`src/rtl/ndiv_pkg.sv`:
```
// Shared definitions for the ndiv restoring divider: FSM state encoding and
// the iteration-counter width helper.
package ndiv_pkg;

    typedef enum logic [1:0] {
        IDLE = 2'd0,
        RUN  = 2'd1,
        DONE = 2'd2
    } state_t;

    // Counter must be able to hold 0..Nsize.
    function automatic int cnt_width(input int n);
        return $clog2(n + 1);
    endfunction

endpackage

```
`src/rtl/ndiv_step.sv`:
```
// One combinational restoring-division iteration: shift the next dividend
// bit into the partial remainder, subtract the divisor if it fits.
module ndiv_step #(
    parameter int W = 8
) (
    input  logic [W-1:0] p,
    input  logic         bit_in,
    input  logic [W-1:0] d,
    output logic [W-1:0] p_new,
    output logic         qbit
);

    logic [W:0] p_ext;
    logic [W:0] diff;

    assign p_ext = {p, bit_in};
    assign diff  = p_ext - {1'b0, d};
    assign qbit  = (p_ext >= {1'b0, d});
    // In the valid range the restored remainder is < d and fits in W bits.
    assign p_new = qbit ? diff[W-1:0] : p_ext[W-1:0];

endmodule

```
`src/rtl/ndiv.sv`:
```
// Sequential restoring divider: 2N-bit dividend / N-bit divisor, one quotient
// bit per clock. Optional macro NDIV_OVF_DETECT_EN enables divide-by-zero /
// overflow detection (Err flag, fast completion).
module ndiv
    import ndiv_pkg::*;
#(
    parameter int Nsize = 50
) (
    input  logic                 Clk,
    input  logic                 Clr,
    input  logic                 Start,
    input  logic [2*Nsize-1:0]   A,
    input  logic [Nsize-1:0]     B,
    output logic [Nsize-1:0]     Q,
    output logic [Nsize-1:0]     R,
    output logic                 Busy,
    output logic                 Done,
    output logic                 Err
);

    localparam int             CW   = cnt_width(Nsize);
    localparam logic [CW-1:0]  LAST = CW'(Nsize - 1);

    state_t           state_reg, state_next;
    logic [Nsize-1:0] p_reg, p_next;
    logic [Nsize-1:0] d_reg, d_next;
    logic [Nsize-1:0] b_reg, b_next;
    logic [Nsize-1:0] q_reg, q_next;
    logic [Nsize-1:0] r_reg, r_next;
    logic [CW-1:0]    cnt_reg, cnt_next;
    logic             err_reg, err_next;

    logic [Nsize-1:0] step_p;
    logic             step_q;
    logic             ovf;

    ndiv_step #(.W(Nsize)) u_step (
        .p      (p_reg),
        .bit_in (d_reg[Nsize-1]),
        .d      (b_reg),
        .p_new  (step_p),
        .qbit   (step_q)
    );

`ifdef NDIV_OVF_DETECT_EN
    assign ovf = (B == '0) || (A[2*Nsize-1:Nsize] >= B);
`else
    assign ovf = 1'b0;
`endif

    // d_reg holds the unconsumed low dividend bits; quotient bits fill it
    // from the LSB, so after Nsize steps it contains the full quotient.
    always_comb begin
        state_next = state_reg;
        p_next     = p_reg;
        d_next     = d_reg;
        b_next     = b_reg;
        q_next     = q_reg;
        r_next     = r_reg;
        cnt_next   = cnt_reg;
        err_next   = err_reg;
        case (state_reg)
            IDLE: begin
                if (Start) begin
                    p_next     = A[2*Nsize-1:Nsize];
                    d_next     = A[Nsize-1:0];
                    b_next     = B;
                    cnt_next   = '0;
                    err_next   = ovf;
                    state_next = RUN;
                end
            end
            RUN: begin
                if (err_reg) begin
                    q_next     = '1;
                    r_next     = '0;
                    state_next = DONE;
                end else begin
                    p_next   = step_p;
                    d_next   = {d_reg[Nsize-2:0], step_q};
                    cnt_next = cnt_reg + CW'(1);
                    if (cnt_reg == LAST) begin
                        q_next     = {d_reg[Nsize-2:0], step_q};
                        r_next     = step_p;
                        state_next = DONE;
                    end
                end
            end
            DONE: begin
                state_next = IDLE;
            end
            default: begin
                state_next = IDLE;
            end
        endcase
    end

    always_ff @(posedge Clk or negedge Clr) begin
        if (!Clr) begin
            state_reg <= IDLE;
            p_reg     <= '0;
            d_reg     <= '0;
            b_reg     <= '0;
            q_reg     <= '0;
            r_reg     <= '0;
            cnt_reg   <= '0;
            err_reg   <= 1'b0;
        end else begin
            state_reg <= state_next;
            p_reg     <= p_next;
            d_reg     <= d_next;
            b_reg     <= b_next;
            q_reg     <= q_next;
            r_reg     <= r_next;
            cnt_reg   <= cnt_next;
            err_reg   <= err_next;
        end
    end

    assign Q    = q_reg;
    assign R    = r_reg;
    assign Busy = (state_reg != IDLE);
    assign Done = (state_reg == DONE);
    assign Err  = err_reg;

endmodule

```
`config.mk`:
```
export PLATFORM = sky130hd
export DESIGN_NAME = ndiv
export DESIGN_NICKNAME = d
export VERILOG_FILES = /design/src/rtl/ndiv_pkg.sv /design/src/rtl/ndiv_step.sv /design/src/rtl/ndiv.sv
export SDC_FILE = /design/constraint.sdc
export NUM_CORES = 1
export LEC_CHECK = 0
export CORE_MARGIN = 2
export CORE_UTILIZATION = 48
export CTS_CLUSTER_DIAMETER = 150
export DETAILED_ROUTE_END_ITERATION = 10
export GPL_TIMING_DRIVEN = 0
export PLACE_DENSITY_LB_ADDON = 0.1
export RECOVER_POWER = 50
export SLEW_MARGIN = 10
export SYNTH_ARGS = -nofsm -noshare
export SYNTH_HDL_FRONTEND = slang
export SYNTH_SLANG_ARGS = --single-unit
```
`constraint.sdc`:
```
create_clock -name Clk -period 3.2 [get_ports Clk]
set_input_delay 0.64 -clock Clk [delete_from_list [all_inputs] [get_ports Clk]]
set_output_delay 0.64 -clock Clk [all_outputs]
set_load 0.01 [all_outputs]
```
==> flow_summary_export.csv <==
group,metric,value,unit
run_status,status,"finished with violations",
run_status,violations,"capacitance limit, slew limit, setup timing",
logic_synthesis,synth_async_sr_flop_share,100,%
timing,tightestPinTransition,1.86,ns
job,drv_cap,1,
global_routing,antenna_found_initial,3,
floorplan,die_x,172,um
worst_setup_path,required,3.65,ns
clock_network,htreeDepth,1,
cells_and_area,layout_commonest_cell,"nand2_1",
timing,setup_viol,17,
cells_and_area,final_area,18500,sq um
global_routing,grt_pass1_wl,64100,um
global_routing,grt_pass1_vias,12300,
logic_synthesis,synth_edf_count,0,
detailed_routing,via_count,12300,
cells_and_area,layout-drive-gt1-share,10.8,%
clock_network,tritoncts,"built",
detailed_routing,remaining_drc_errors,0,
detailed_routing,drtAntennaViolNets,0,
worst_setup_path,end_kind,"flip-flop",
detailed_routing,routed_via_density,5.53,
cells_and_area,final_nets,2035,
clock_network,clock_latency,0.56,ns
floorplan,die_h,172,um
timing,rsz0062_at_grt,"yes",
floorplan,die-area,29400,sq um
floorplan,start_util,48.6,%
worst_setup_path,cp.arrival,3.70,ns
min_path,hp-class,"flip-flop to flip-flop",
detailed_routing,postRouteWirelength,41600,um
placement,dp_hpwl,29400,um
clock_network,cts_root_buf,"clkbuf_16",
pwr,power_density,388,nW/um^2
global_routing,grt_usage,27.4,%
global_routing,grt_overflow,0,
detailed_routing,wire_per_inst,18.6,um
timing,whs,0.468,ns
clock_network,clock_path_buffers,3,
cells_and_area,final_cell_mix,"294 x nand2_1, 255 x dfrtp_1, 208 x clkdlybuf4s50_1",
global_routing,grt_max_degree,97,
detailed_routing,drt_pass1_iterations,5,
floorplan,coreArea,27700,sq um
detailed_routing,drt_iter0_drc,887,
clock_network,clock-sinks,258,
timing,fmax,0.308,GHz
placement,place_area,16500,sq um
pwr,ir_worst_vdd,0.465,mV
clock_network,cts_made_buffers,28,
timing,fin_crit,3.25,ns
timing,finalMaxSlewViolations,70,
placement,io_buffers,254,
worst_setup_path,worstSetupPathType,"flip-flop to flip-flop",
worst_setup_path,cp-start-kind,"flip-flop",
placement,gp_congestion,0.908,
pwr,p_leak,0.00879,uW
logic_synthesis,yosys_warnings,0,
logic_synthesis,ys.flop_type,"dfrtp_1",
timing,fin_skew,0.0112,ns
logic_synthesis,ys_ff_latch,258,
floorplan,pin_count,256,
logic_synthesis,synth_fp_nets,1723,
pwr,p_total,7160,uW
timing,setup_ws,-0.0504,ns
cells_and_area,syn2layout_area_growth,37.1,%
timing,fin_crit_sh,102,%
logic_synthesis,netlist_instances,1517,
logic_synthesis,synth.distinct_cells,62,
timing,final_hold_viol_count,0,
timing,slew_headroom,-24.2,%
floorplan,rows,61,
placement,dpl.cell_count,2151,
worst_setup_path,path_max_fanout,7,
logic_synthesis,synth-seq-area-share,47.9,%
clock_network,clk_pin_slew_worst_paths,0.07,ns
placement,pre_cts_slack,-0.784,ns
cells_and_area,final_cells,2230,
logic_synthesis,synthesis.area,13500,sq um
logic_synthesis,syn_area_per_cell,8.88,sq um
-- logic make-up (layout without fill, tap and decap cells) --
logic type	after synthesis	in the layout	synth area share, %
mux	49	49	3.68
other cells	1	2	0.0278
buf+inv	161	495	4.80
xor+xnor	47	47	3.06
compound gates	429	429	19.5
flops	258	258	47.9
fa+ha+maj	53	53	4.98
simple gates	519	519	16.0
-- cells in the mapped netlist (all sizes together) (11+ instances only) --
cell / instances / area (sq um)
nand2: 296 / 1110
dfrtp: 258 / 6460
o21ai: 187 / 947
nor2: 139 / 522
clkbuf: 77 / 289
inv: 68 / 255
a21oi: 61 / 309
ha: 52 / 651
o22ai: 50 / 313
mux2i: 48 / 480
a22oi: 40 / 300
a21o: 26 / 195
xnor2: 26 / 228
xor2: 21 / 184
and3: 18 / 113
nand4: 18 / 113
buf: 16 / 103
nand3: 15 / 75.1
o21bai: 11 / 93.8
-- critical path, cell delays in order, from the launching register on --
cell	delay, ns
dfrtp_1	0.44
ha_4	0.35
nand3_4	0.10
o21bai_4	0.20
a211oi_4	0.39
o211ai_4	0.15
a2111oi_4	0.43
o21ai_2	0.12
nand2_2	0.12
a31oi_4	0.11
buf_12	0.19
buf_6	0.12
and3_1	0.17
a211o_1	0.26
-- worst paths after layout --
check | cells past startpoint | start | end | slack [ns]
setup reg to reg | 13 | p_reg[3]$_DFFE_PN0P_ | p_reg[49]$_DFFE_PN0P_ | -0.05
max in group asynchronous | 2 | Clr | d_reg[16]$_DFFE_PN0P_ | 1.35
setup / recovery | 13 | p_reg[3]$_DFFE_PN0P_ | p_reg[49]$_DFFE_PN0P_ | -0.05
hold / removal | 2 | Q[41]$_DFFE_PN0P_ | Q[41]$_DFFE_PN0P_ | 0.47
hold reg to reg | 2 | Q[41]$_DFFE_PN0P_ | Q[41]$_DFFE_PN0P_ | 0.47
min in group asynchronous | 1 | Clr | b_reg[32]$_DFFE_PN0P_ | 0.57
-- power by group --
group	total (uW)	internal (uW)	switching [uW]
Combinational	272	173	99.7
Sequential	3260	3260	0
Clock	3620	2230	1400
Total	7160	5660	1500
-- stage by stage --
step	setup TNS, ns	util (%)
5_1_grt	-3.16	66.6
4_1_cts	0	65.4
3_3_place_gp	-2532.93	59.5
3_5_place_dp	-28.58	59.7
6_report	-0.268	66.7
2_1_floorplan	0	-
-- layout make-up --
class,count,area (sq um)
repair buffers,293,2900
fillers,2287,9240
well taps,378,473
multi-input cells,1098,6950
diodes,1,2.50
flip-flops and latches,258,6460
clock buffers,34,785
plain buffers,82,388
clock inverters,18,253
inverters,68,255
-- timing repair --
| action | CTS | global route |
|---|---|---|
| setup buffers | 13 | 23 |
| pin swaps | 14 | 23 |
| cloned | 1 | 0 |
| setup endpoints to repair | 101 | 142 |
| hold buffers | 0 | 0 |
| resized for setup | 80 | 55 |
-- per-layer routing --
| metal | up-vias | GRT usage, % | wire length [um] |
|---|---|---|---|
| met2 | 393 | 45.4 | 19500 |
| met5 | - | 0 | 13 |
| met4 | 2 | 7.04 | 1020 |
| met1 | 5982 | 35.7 | 17700 |
| met3 | 86 | 7.43 | 3330 |
| li1 | 5879 | - | - |
Note: power is estimated with default switching activity, not from simulation.
==> edit: new RTL, same flow settings <==
`p_reg`, `d_reg`, `b_reg`, `q_reg` and `r_reg` no longer have a reset.
--- a/src/rtl/ndiv.sv
+++ b/src/rtl/ndiv.sv
@@ -99,21 +99,19 @@
         if (!Clr) begin
             state_reg <= IDLE;
-            p_reg     <= '0;
-            d_reg     <= '0;
-            b_reg     <= '0;
-            q_reg     <= '0;
-            r_reg     <= '0;
             cnt_reg   <= '0;
             err_reg   <= 1'b0;
         end else begin
             state_reg <= state_next;
-            p_reg     <= p_next;
-            d_reg     <= d_next;
-            b_reg     <= b_next;
-            q_reg     <= q_next;
-            r_reg     <= r_next;
             cnt_reg   <= cnt_next;
             err_reg   <= err_next;
         end
+    end
+
+    always_ff @(posedge Clk) begin
+        p_reg <= p_next;
+        d_reg <= d_next;
+        b_reg <= b_next;
+        q_reg <= q_next;
+        r_reg <= r_next;
     end
 
Formal check against the unedited RTL: no difference found for any inputs over 4 cycles, from zero or initial values; that may be too few to reach the edited logic, so the function may still have changed.
==> edit against the unedited design <==
- the flow finishes with violations (negative setup slack)
- global-route usage down 3.1 points
- routed wire length down 15%
- largest cell class is now flip-flops and latches
- synthesized area fell by 4.2%
- fmax fell by 5.0%
- sequential cell count unchanged
- cell area increased by 0.50%
- setup slack worse by 170 ps
- non-clock buffer count decreased by 11
Power is not compared: it rests on default switching activity, and its combinational part moved more than twofold at a synthesized area within 25%.
==> edit: results (changes against the unedited design) <==
[outcome]
outcome=finished with violations
violations=negative setup slack

[clock_tree]
cts_made_buffers=28  ; unchanged
clkLatencyLatePin_ps=550
clkTransAtPathRegs_ps=60
clock-root-buffer=clkbuf_16
clk_path_buf_depth=3  ; unchanged
htreeDepth=1  ; unchanged

[synthesis]
synth_commonest_cells=nand2_1, edfxtp_1, inv_1
synth.distinct_cells=69  ; +11%
synthTopCellsByArea=edfxtp_1, nand2_1, ha_1
synth_edf_count=250  ; +250
ys.flop_type=edfxtp_1
synthArstFlopShare=0.0310  ; -0.969
yosysSeqAreaShare=0.597  ; +0.118
syn-num-nets=1353  ; -21%
syn_avg_cell_area_um2=11.3  ; +27%
ys_warn_count=0  ; unchanged

[setup_path]
arrival_ps=3710  ; about the same
r2r_slack_ps=-220  ; -170 ps
reg2regPathDepth=15  ; +2
cpPeakStageDelay_ps=450
crit_fanout=5  ; -2
r2r_start=p_reg[14]$_DFFE_PP_
slowest_stage=edfxtp_1
r2r-end=p_reg[18]$_DFFE_PP_

[place]
io_buffers=254  ; unchanged
dp_hpwl_um=24200  ; -18%
routabilityCongestion=0.871  ; -4.1%
dp.cells=1752  ; -19%

[grt]
antenna_found_initial=4  ; +1
grt_pass1_wl_um=53900  ; -16%
grt_start_max_net_pins=30  ; -69%
grt_usage=0.243  ; -0.0312

[power]
p_leak_uw=0.00758
ir_drop_mv=0.581
p_sw_uw=7310

[detailed_routing]
drt_iter0_drc=659  ; -26%
dr.pass1.iters=7  ; +2
dr_total_vias=10100  ; -19%
ant_nets=0  ; unchanged
wl_per_cell_um=19.1  ; +2.5%

[timing]
tns_ps=-8820  ; -8550 ps
setup_ws_ps=-222  ; -171 ps
finalSetupViolations=90  ; +73
worst_pin_slew_ps=1240  ; -619 ps
finalClockSkew_ps=13.9  ; +2.67 ps

[final_layout]
instances_no_fill=1857  ; -17%
fin_nets=1699  ; -17%
drive_above_1_share=0.199  ; +0.0914

[worst_hold_path]
hold_path_class=in2async

[edit: cell types whose count changed after synthesis, moves of 47 or more]
cell      change
o21ai_0      -67
dfrtp_1     -250
edfxtp_1    +250
o21ai_1      -63
o22ai_1      -47
nor2_1       -90
[edit: worst max-delay path, delay by kind of cell (launching register included)]
kind	cells	cell delay (ps)
adders and majority gates	1	320
AOI/OAI and AO/OA	4	620
DFF	1	450
and+or+nand+nor	5	850
muxes	1	260
buffers and inverters	4	650
[edit: routing by layer]
layer / GRT usage / wire length [um] / vias to the layer above
li1: - / - / 4772
met3: 0.0447 / 2250 / 75
met5: 0 / 13 / -
met4: 0.0847 / 1270 / 2
met1: 0.314 / 14900 / 4819
met2: 0.413 / 17100 / 387
[edit: cell type report]
type	instances	area, um^2
Fill cell	1936	8090
Buffer	34	220
Inverter	64	251
Sequential cell	258	7710
Clock buffer	33	741
Clock inverter	17	106
Multi-Input combinational cell	777	5710
Tap cell	341	427
Timing Repair Buffer	330	3390
Antenna cell	3	7.51
[edit: cells by family after synthesis]
group                    synth area share
XOR/XNOR                           0.0305
flip-flops                          0.597
AO/OA/AOI/OAI                       0.102
adder cells (fa/ha/maj)            0.0520
multiplexers                       0.0432
other                            0.000291
AND/OR/NAND/NOR                     0.139
buffers and inverters              0.0352
[edit: how the worst max path moves through the flow]
stage	from	to	slack [ps]
2_1_floorplan	p_reg[21]$_DFFE_PP_	p_reg[35]$_DFFE_PP_	0.9
3_3_place_gp	Start	p_reg[14]$_DFFE_PP_	-1580
3_5_place_dp	p_reg[21]$_DFFE_PP_	p_reg[35]$_DFFE_PP_	-820
4_1_cts	p_reg[9]$_DFFE_PP_	p_reg[46]$_DFFE_PP_	-150
5_1_grt	p_reg[16]$_DFFE_PP_	p_reg[36]$_DFFE_PP_	-310
6_report	p_reg[14]$_DFFE_PP_	p_reg[18]$_DFFE_PP_	-220
[edit: power groups by stage]
stage	sequential [uW]	clock (uW)	combinational, uW
final	5960	3020	10500
after global placement	5880	0	7030
after global routing	6050	3190	11400
after CTS	5900	3080	9570
after floorplan	5760	0	5340
after detailed placement	5880	0	7300
[edit: stage by stage]
stage	util	instance area, um^2	total power [uW]	hold WS, ps	setup WS, ps
final	0.696	18600	19500	441	-222
after floorplan	-	12900	11100	344	0.917
after detailed placement	0.605	16100	13200	431	-822
after global routing	0.696	18600	20600	449	-307
after CTS	0.682	18200	18600	368	-149
after global placement	0.596	15900	12900	427	-1580
[edit: timing repair]
action,4_1_cts,5_1_grt
endpoints found under the setup margin,101,100
hold buffers,0,0
gates cloned,1,1
buffers inserted,42,26
endpoints found under the hold margin,0,0
resized for setup,190,69
pin swaps,36,45
